`src/rtl/sr_pattern_gen.sv`:
```
// Serial pattern generator: parallel load, MSB-first one-bit stream; SR_PARITY_EN appends an even-parity bit.
// Latency: first bit is registered on out the cycle after load is sampled; done pulses one cycle after the last bit.
// Backpressure: en=0 freezes the stream in place; load is ignored while busy.
module sr_pattern_gen #(
    parameter int WIDTH = 8,
    parameter int LEN_W = $clog2(WIDTH + 1)
) (
    input  logic             clk,
    input  logic             reset,
    input  logic             load,
    input  logic [WIDTH-1:0] pattern,
    input  logic [LEN_W-1:0] len,
    input  logic             en,
    output logic             out,
    output logic             out_valid,
    output logic             busy,
    output logic             done
);

    typedef enum logic [1:0] {
        IDLE  = 2'd0,
        SHIFT = 2'd1,
        PAR   = 2'd2
    } state_t;

    localparam logic [LEN_W-1:0] WIDTH_L = LEN_W'(WIDTH);

    state_t           state_q, state_d;
    logic [WIDTH-1:0] shreg_q, shreg_d;
    logic [LEN_W-1:0] cnt_q, cnt_d;
    logic             out_q, out_d;
    logic             vld_q, vld_d;
    logic             done_q, done_d;
    logic [LEN_W-1:0] len_eff;
    logic [WIDTH-1:0] aligned;
`ifdef SR_PARITY_EN
    logic             par_q, par_d;
`endif

    // Over-long requests are clamped; the left shift drops the unused upper bits,
    // so the current bit always sits at the MSB of shreg.
    assign len_eff = (len > WIDTH_L) ? WIDTH_L : len;
    assign aligned = pattern << (WIDTH_L - len_eff);

    always_ff @(posedge clk or negedge reset) begin
        if (!reset) begin
            state_q <= IDLE;
            shreg_q <= '0;
            cnt_q   <= '0;
            out_q   <= 1'b0;
            vld_q   <= 1'b0;
            done_q  <= 1'b0;
`ifdef SR_PARITY_EN
            par_q   <= 1'b0;
`endif
        end else begin
            state_q <= state_d;
            shreg_q <= shreg_d;
            cnt_q   <= cnt_d;
            out_q   <= out_d;
            vld_q   <= vld_d;
            done_q  <= done_d;
`ifdef SR_PARITY_EN
            par_q   <= par_d;
`endif
        end
    end

    always_comb begin
        state_d = state_q;
        shreg_d = shreg_q;
        cnt_d   = cnt_q;
        out_d   = out_q;
        vld_d   = vld_q;
        done_d  = 1'b0;
`ifdef SR_PARITY_EN
        par_d   = par_q;
`endif
        case (state_q)
            IDLE: begin
                if (load && (len != '0)) begin
                    shreg_d = aligned;
                    out_d   = aligned[WIDTH-1];
                    vld_d   = 1'b1;
                    cnt_d   = len_eff - LEN_W'(1);
                    state_d = SHIFT;
`ifdef SR_PARITY_EN
                    par_d   = ^aligned;
`endif
                end
            end
            SHIFT: begin
                if (en) begin
                    if (cnt_q != '0) begin
                        shreg_d = shreg_q << 1;
                        out_d   = shreg_q[WIDTH-2];
                        cnt_d   = cnt_q - LEN_W'(1);
                    end else begin
`ifdef SR_PARITY_EN
                        out_d   = par_q;
                        state_d = PAR;
`else
                        out_d   = 1'b0;
                        vld_d   = 1'b0;
                        done_d  = 1'b1;
                        state_d = IDLE;
`endif
                    end
                end
            end
`ifdef SR_PARITY_EN
            PAR: begin
                if (en) begin
                    out_d   = 1'b0;
                    vld_d   = 1'b0;
                    done_d  = 1'b1;
                    state_d = IDLE;
                end
            end
`endif
            default: begin
                out_d   = 1'b0;
                vld_d   = 1'b0;
                state_d = IDLE;
            end
        endcase
    end

    assign out       = out_q;
    assign out_valid = vld_q;
    assign done      = done_q;
    assign busy      = (state_q != IDLE);

    a_out_quiet: assert property (@(posedge clk) disable iff (!reset) !out_valid |-> !out);
    a_done_idle: assert property (@(posedge clk) disable iff (!reset) done |-> !busy);

endmodule

```
`config.mk`:
```
export PLATFORM = sky130hd
export DESIGN_NAME = sr_pattern_gen
export DESIGN_NICKNAME = d
export VERILOG_FILES = /design/src/rtl/sr_pattern_gen.sv
export SDC_FILE = /design/constraint.sdc
export NUM_CORES = 1
export LEC_CHECK = 0
export ABC_AREA = 1
export ABC_CLOCK_PERIOD_IN_PS = 1600
export CORE_MARGIN = 4
export CORE_UTILIZATION = 50
export DETAILED_ROUTE_END_ITERATION = 10
export PLACE_DENSITY = 0.76
export RECOVER_POWER = 50
export REMOVE_ABC_BUFFERS = 1
export SLEW_MARGIN = 10
export SYNTH_ARGS = -nofsm -noshare
export SYNTH_HDL_FRONTEND = slang
export SYNTH_SLANG_ARGS = --single-unit
```
`constraint.sdc`:
```
create_clock -name clk -period 1.6 [get_ports clk]
set_clock_uncertainty 0.15 [all_clocks]
set_input_delay 0.32 -clock clk [delete_from_list [all_inputs] [get_ports clk]]
set_output_delay 0.32 -clock clk [all_outputs]
set_load 0.01 [all_outputs]
```
# Yosys cells after proc, flatten, opt, wreduce, memory -nomap -nowiden
# Index checks and enable logic that the tools add are counted.
# W data, S select, Z words.
dict set report totals {
  out_inout_bits 4
  wordCells 49
  ff_bits 16
  input_bits 16
}
dict set report classes {
  add_sub_neg 3
  n_lt_le_gt_ge 1
  reduce_logical 9
  n_eq_ne 5
  n_mux 24
  shift 1
}
# cell n
set ops {}
lappend ops {{$mux W7} 3}
lappend ops {{$mux W4} 4}
lappend ops {{$pmux W7 S2} 1}
lappend ops {{$mux W1} 9}
lappend ops {{$ne A2 B2 Y1 const B} 4}
lappend ops {{$pmux W4 S2} 1}
lappend ops {{$reduce_bool A4 Y1} 2}
lappend ops {{$shl A8 B4 Y8} 1}
lappend ops {{$sub A4 B1 Y4 const B} 2}
lappend ops {{$mux W2} 3}
lappend ops {{$gt A4 B4 Y1 const B} 1}
lappend ops {{$pmux W1 S2} 2}
lappend ops {{$pmux W2 S2} 1}
lappend ops {{$reduce_and A4 Y1} 1}
lappend ops {{$reduce_bool A2 Y1} 2}
lappend ops {{$sub A4 B4 Y4 const A} 1}
lappend ops {{$reduce_and A3 Y1} 1}
lappend ops {{$eq A2 B1 Y1 const B} 1}
lappend ops {{$logic_not A2 Y1} 1}
lappend ops {{$reduce_and A2 Y1} 1}
lappend ops {{$logic_and A1 B1 Y1} 1}

# Logic depth before layout (Yosys ltp)
dict set report depth {
  depth_word 6
  ltp_mapped 13
  depth_no_buf 12
}

# Worst setup path after synthesis
# OpenSTA, ideal clock, no wires.
dict set report synth_timing {
  kind {input -> register}
  from {in len[0]}
  to {reg shreg_q[5]}
  setup_time_ns 0.073
  arrival_time_ns 1.560
  required_time_ns 1.377
  cell_stages 9
  slack_ns -0.183
  cell_sequence {buf_6 -> nand2_4 -> buf_12 -> ha_1 -> inv_1 -> nand3_2 -> a21oi_1 -> nand2_1 -> a21oi_2}
}
dict set report synth_via {
  elab_chain_len 6
  word_cells_on_any_way 10
  cone_classes {1 x add/sub; 1 x order compare; 1 x eq/ne; 1 x shift; 3 x mux; 3 x reduce/logical}
}
# element line_no
set synth_lines {}
lappend synth_lines {{start: declaration} 12} ;# input logic [LEN_W-1:0] len,
lappend synth_lines {{$gt A4 B4 Y1} 42} ;# assign len_eff = (len > WIDTH_L) ? WIDTH_L : len;
lappend synth_lines {{$mux W4} 42}
lappend synth_lines {{$sub A4 B4 Y4} 43} ;# assign aligned = pattern << (WIDTH_L - len_eff);
lappend synth_lines {{$shl A8 B4 Y8} 43}
lappend synth_lines {{$mux W7} 81} ;# if (load && (len != '0)) begin
lappend synth_lines {{$pmux W7 S2} 79} ;# case (state_q)
lappend synth_lines {{end signal: assignment} 58} ;# shreg_q <= shreg_d;
lappend synth_lines {{end: declaration} 29} ;# logic [WIDTH-1:0] shreg_q, shreg_d;
# Several ways; a longest one is shown, not always the timed one. The select of a mux whose other input is x is not followed.
# A chain may end at the register's enable or synchronous reset.

# Worst setup path after layout
dict set report layout_timing {
  from {in len[3]}
  to {reg shreg_q[3]}
}
# Same word-level chain as after synthesis.

==> run_results.csv <==
group,metric,value,unit
finish,fill_cells,188,
floorplanning,core_area,0.00221,mm^2
clocking,insertion_delay,0.28,ns
sta,worst_slew_pin_slew,0.784,ns
sta,hold_violations,0,
global_route,grt_pass1_wl,5150,um
floorplanning,die_h,56.4,um
clocking,clock_path_buffers,2,
floorplanning,num_rows,17,
synthesis,yosysTopAreaCell,"dfrtp_1",
sta,fin_crit_sh,0.948,
place,placed_area,0.00145,mm^2
place,pre_cts_slack,-0.583,ns
synthesis,synth_top_area_frac,0.299,
synthesis,netlist_area,0.00117,mm^2
place,place_congestion,0.810,
critical_path,end_kind,"flop",
synthesis,yosys_warnings,0,
clocking,cts_hold_buf,0,
route,wire_per_inst,13.1,um
sta,min_period,1.52,ns
clocking,cts.clk_slew.worst_paths,0.08,ns
route,firstDrtPassIters,4,
floorplanning,die-area,0.00318,mm^2
clocking,tritoncts,"built",
floorplanning,initial_core_util,0.530,
route,drtIter0Drc,35,
clocking,cts_sinks,14,
global_route,grt_use_total,0.200,
route,wl,3120,um
sta,relSlewSlack,0.477,
sta,maxClockFrequency,0.659,GHz
route,drtAntennaViolNets,0,
power_and_ir_drop,ir_worst_vdd,1010,uV
synthesis,synthesis.instances,174,
clocking,root_buffer,"clkbuf_4",
critical_path,crit_fanout,6,
synthesis,ys_seq_area_frac,0.299,
critical_path,path_class,"in -> reg",
finish,multi_input_area,717,um^2
finish,syn2layout_area_growth,33.6,%
global_route,grt-ovfl-total,0,
synthesis,yosys-top-cells-area,"dfrtp_1 30%, nand2_1 16%, nand3_1 12%, inv_1 6.1%, nor2_1 6.1%",
finish,nNetsFinal,229,
sta,layout_setup_ws,0.0830,ns
finish,final_area,0.00157,mm^2
place,dpl.hpwl,2390,um
synthesis,syn-mean-instance-area,6.74,um^2
sta,maxSlewViolCount,0,
floorplanning,die-width,56.4,um
sta,tns,0,ns
finish,mostFrequentLayoutCells,"46 x nand2_1, 27 x nand3_1, 18 x nor2_1, 18 x inv_1, 16 x buf_4",
floorplanning,ios,20,
clocking,htreeDepth,1,
synthesis,synth.distinct_cells,25,
finish,drive_gt1_frac,0.257,
route,viasPerCell,5.18,
critical_path,timing.rr.start,"out_valid$_DFFE_PN0P_",
finish,layoutNonFillerInstCount,238,
clocking,cts_buffers,3,
run,maxCapViolations,0,
place,io_buffers,19,
hold_path,hold_start,"shreg_q[3]$_DFFE_PN0P_",
hold_path,hold_class,"reg -> reg",
place,post-place-cells,232,
sta,setup-violations-final,0,
finish,ff_latch_area,350,um^2
route,vias,1233,
outcome,status,"completed",
finish,antennaDiodeCount,0,
finish,final_common_cell,"nand2_1",
power_and_ir_drop,total_power,2.07,mW
critical_path,startpoint,"len[3]",
power_and_ir_drop,p_leak,0.804,nW
synthesis,ys_ff_latch,14,
route,drc_errors,0,
global_route,antenna_found_initial,0,
power_and_ir_drop,powerDensity,1320,mW/mm^2
global_route,grt_pass1_vias,1195,
global_route,grt_max_degree,15,
critical_path,cp.arrival,1.59,ns
critical_path,critPathRequiredTime,1.68,ns
critical_path,startpoint_type,"input port",
[area by class of cell]
type / count / area share
Clock buffer: 3 / 0.0144
Timing Repair Buffer: 38 / 0.212
Inverter: 23 / 0.0647
Timing Repair inverter: 1 / 0.00559
Multi-Input combinational cell: 131 / 0.458
Sequential cell: 14 / 0.224
Tap cell: 28 / 0.0224
[routing by layer]
layer	track usage	up-vias	routed length, um
li1	-	625	-
met5	0	-	0
met1	0.251	585	1280
met4	0.0339	0	20
met2	0.350	19	1710
met3	0.0460	4	109
[flip-flops by register name, indices dropped and copies added (netlist names)]
signal,cells
shreg_q,7
cnt_q,4
done,1
out,1
out_valid,1
[kinds of logic after synthesis]
group	count (synthesis)	synth area share
and+or+nand+nor	113	0.451
DFF	14	0.299
AOI/OAI and AO/OA	17	0.0971
buffers and inverters	29	0.142
adders and majority gates	1	0.0107
[per-stage QoR]
step | utilization | hold WS, ns
final | 0.708 | 0.357
after CTS | 0.674 | 0.213
after global placement | 0.657 | 0.315
after detailed placement | 0.657 | 0.336
after floorplan | - | -0.126
after global routing | 0.708 | 0.397
[synth_stat cells, drive strengths merged]
cell type  instances
a21oi              8
a31oi              2
buf                6
dfrtp             14
ha                 1
inv               23
nand2             60
nand3             31
nand3b             1
nand4              1
nor2              19
o21ai              6
o22ai              1
or2                1
[worst paths after layout]
kind | to | slack (ns) | cells past startpoint
max | shreg_q[3]$_DFFE_PN0P_ | 0.08 | 11
min | shreg_q[3]$_DFFE_PN0P_ | 0.36 | 2
max reg2reg | shreg_q[3]$_DFFE_PN0P_ | 0.10 | 9
min reg2reg | shreg_q[3]$_DFFE_PN0P_ | 0.36 | 2
max in group asynchronous | cnt_q[3]$_DFFE_PN0P_ | 0.33 | 2
min in group asynchronous | shreg_q[5]$_DFFE_PN0P_ | 0.48 | 2
[power breakdown]
| group | switching (mW) | internal [mW] | leakage, nW |
|---|---|---|---|
| logic | 0.710 | 0.534 | 0.622 |
| clock network | 0.118 | 0.0874 | 0.0138 |
| registers | 0.109 | 0.509 | 0.168 |
| total | 0.936 | 1.13 | 0.804 |
[worst max-delay path, stage by stage]
cell and delay [ns]:
dlygate4sd2_1 0.27, inv_4 0.09, nand2_2 0.07, ha_4 0.28, buf_4 0.14, nand3_1 0.09, nand2_1 0.09, nand2_1 0.08
nand2_1 0.06, nand2_1 0.05, nand2_1 0.05
[what timing repair did]
item,in CTS,in global routing
pin swaps,2,5
setup endpoints to repair,15,13
cloned,0,1
setup buffers,1,1
gates resized for setup,11,16
Power figures use the tool's default switching activity.
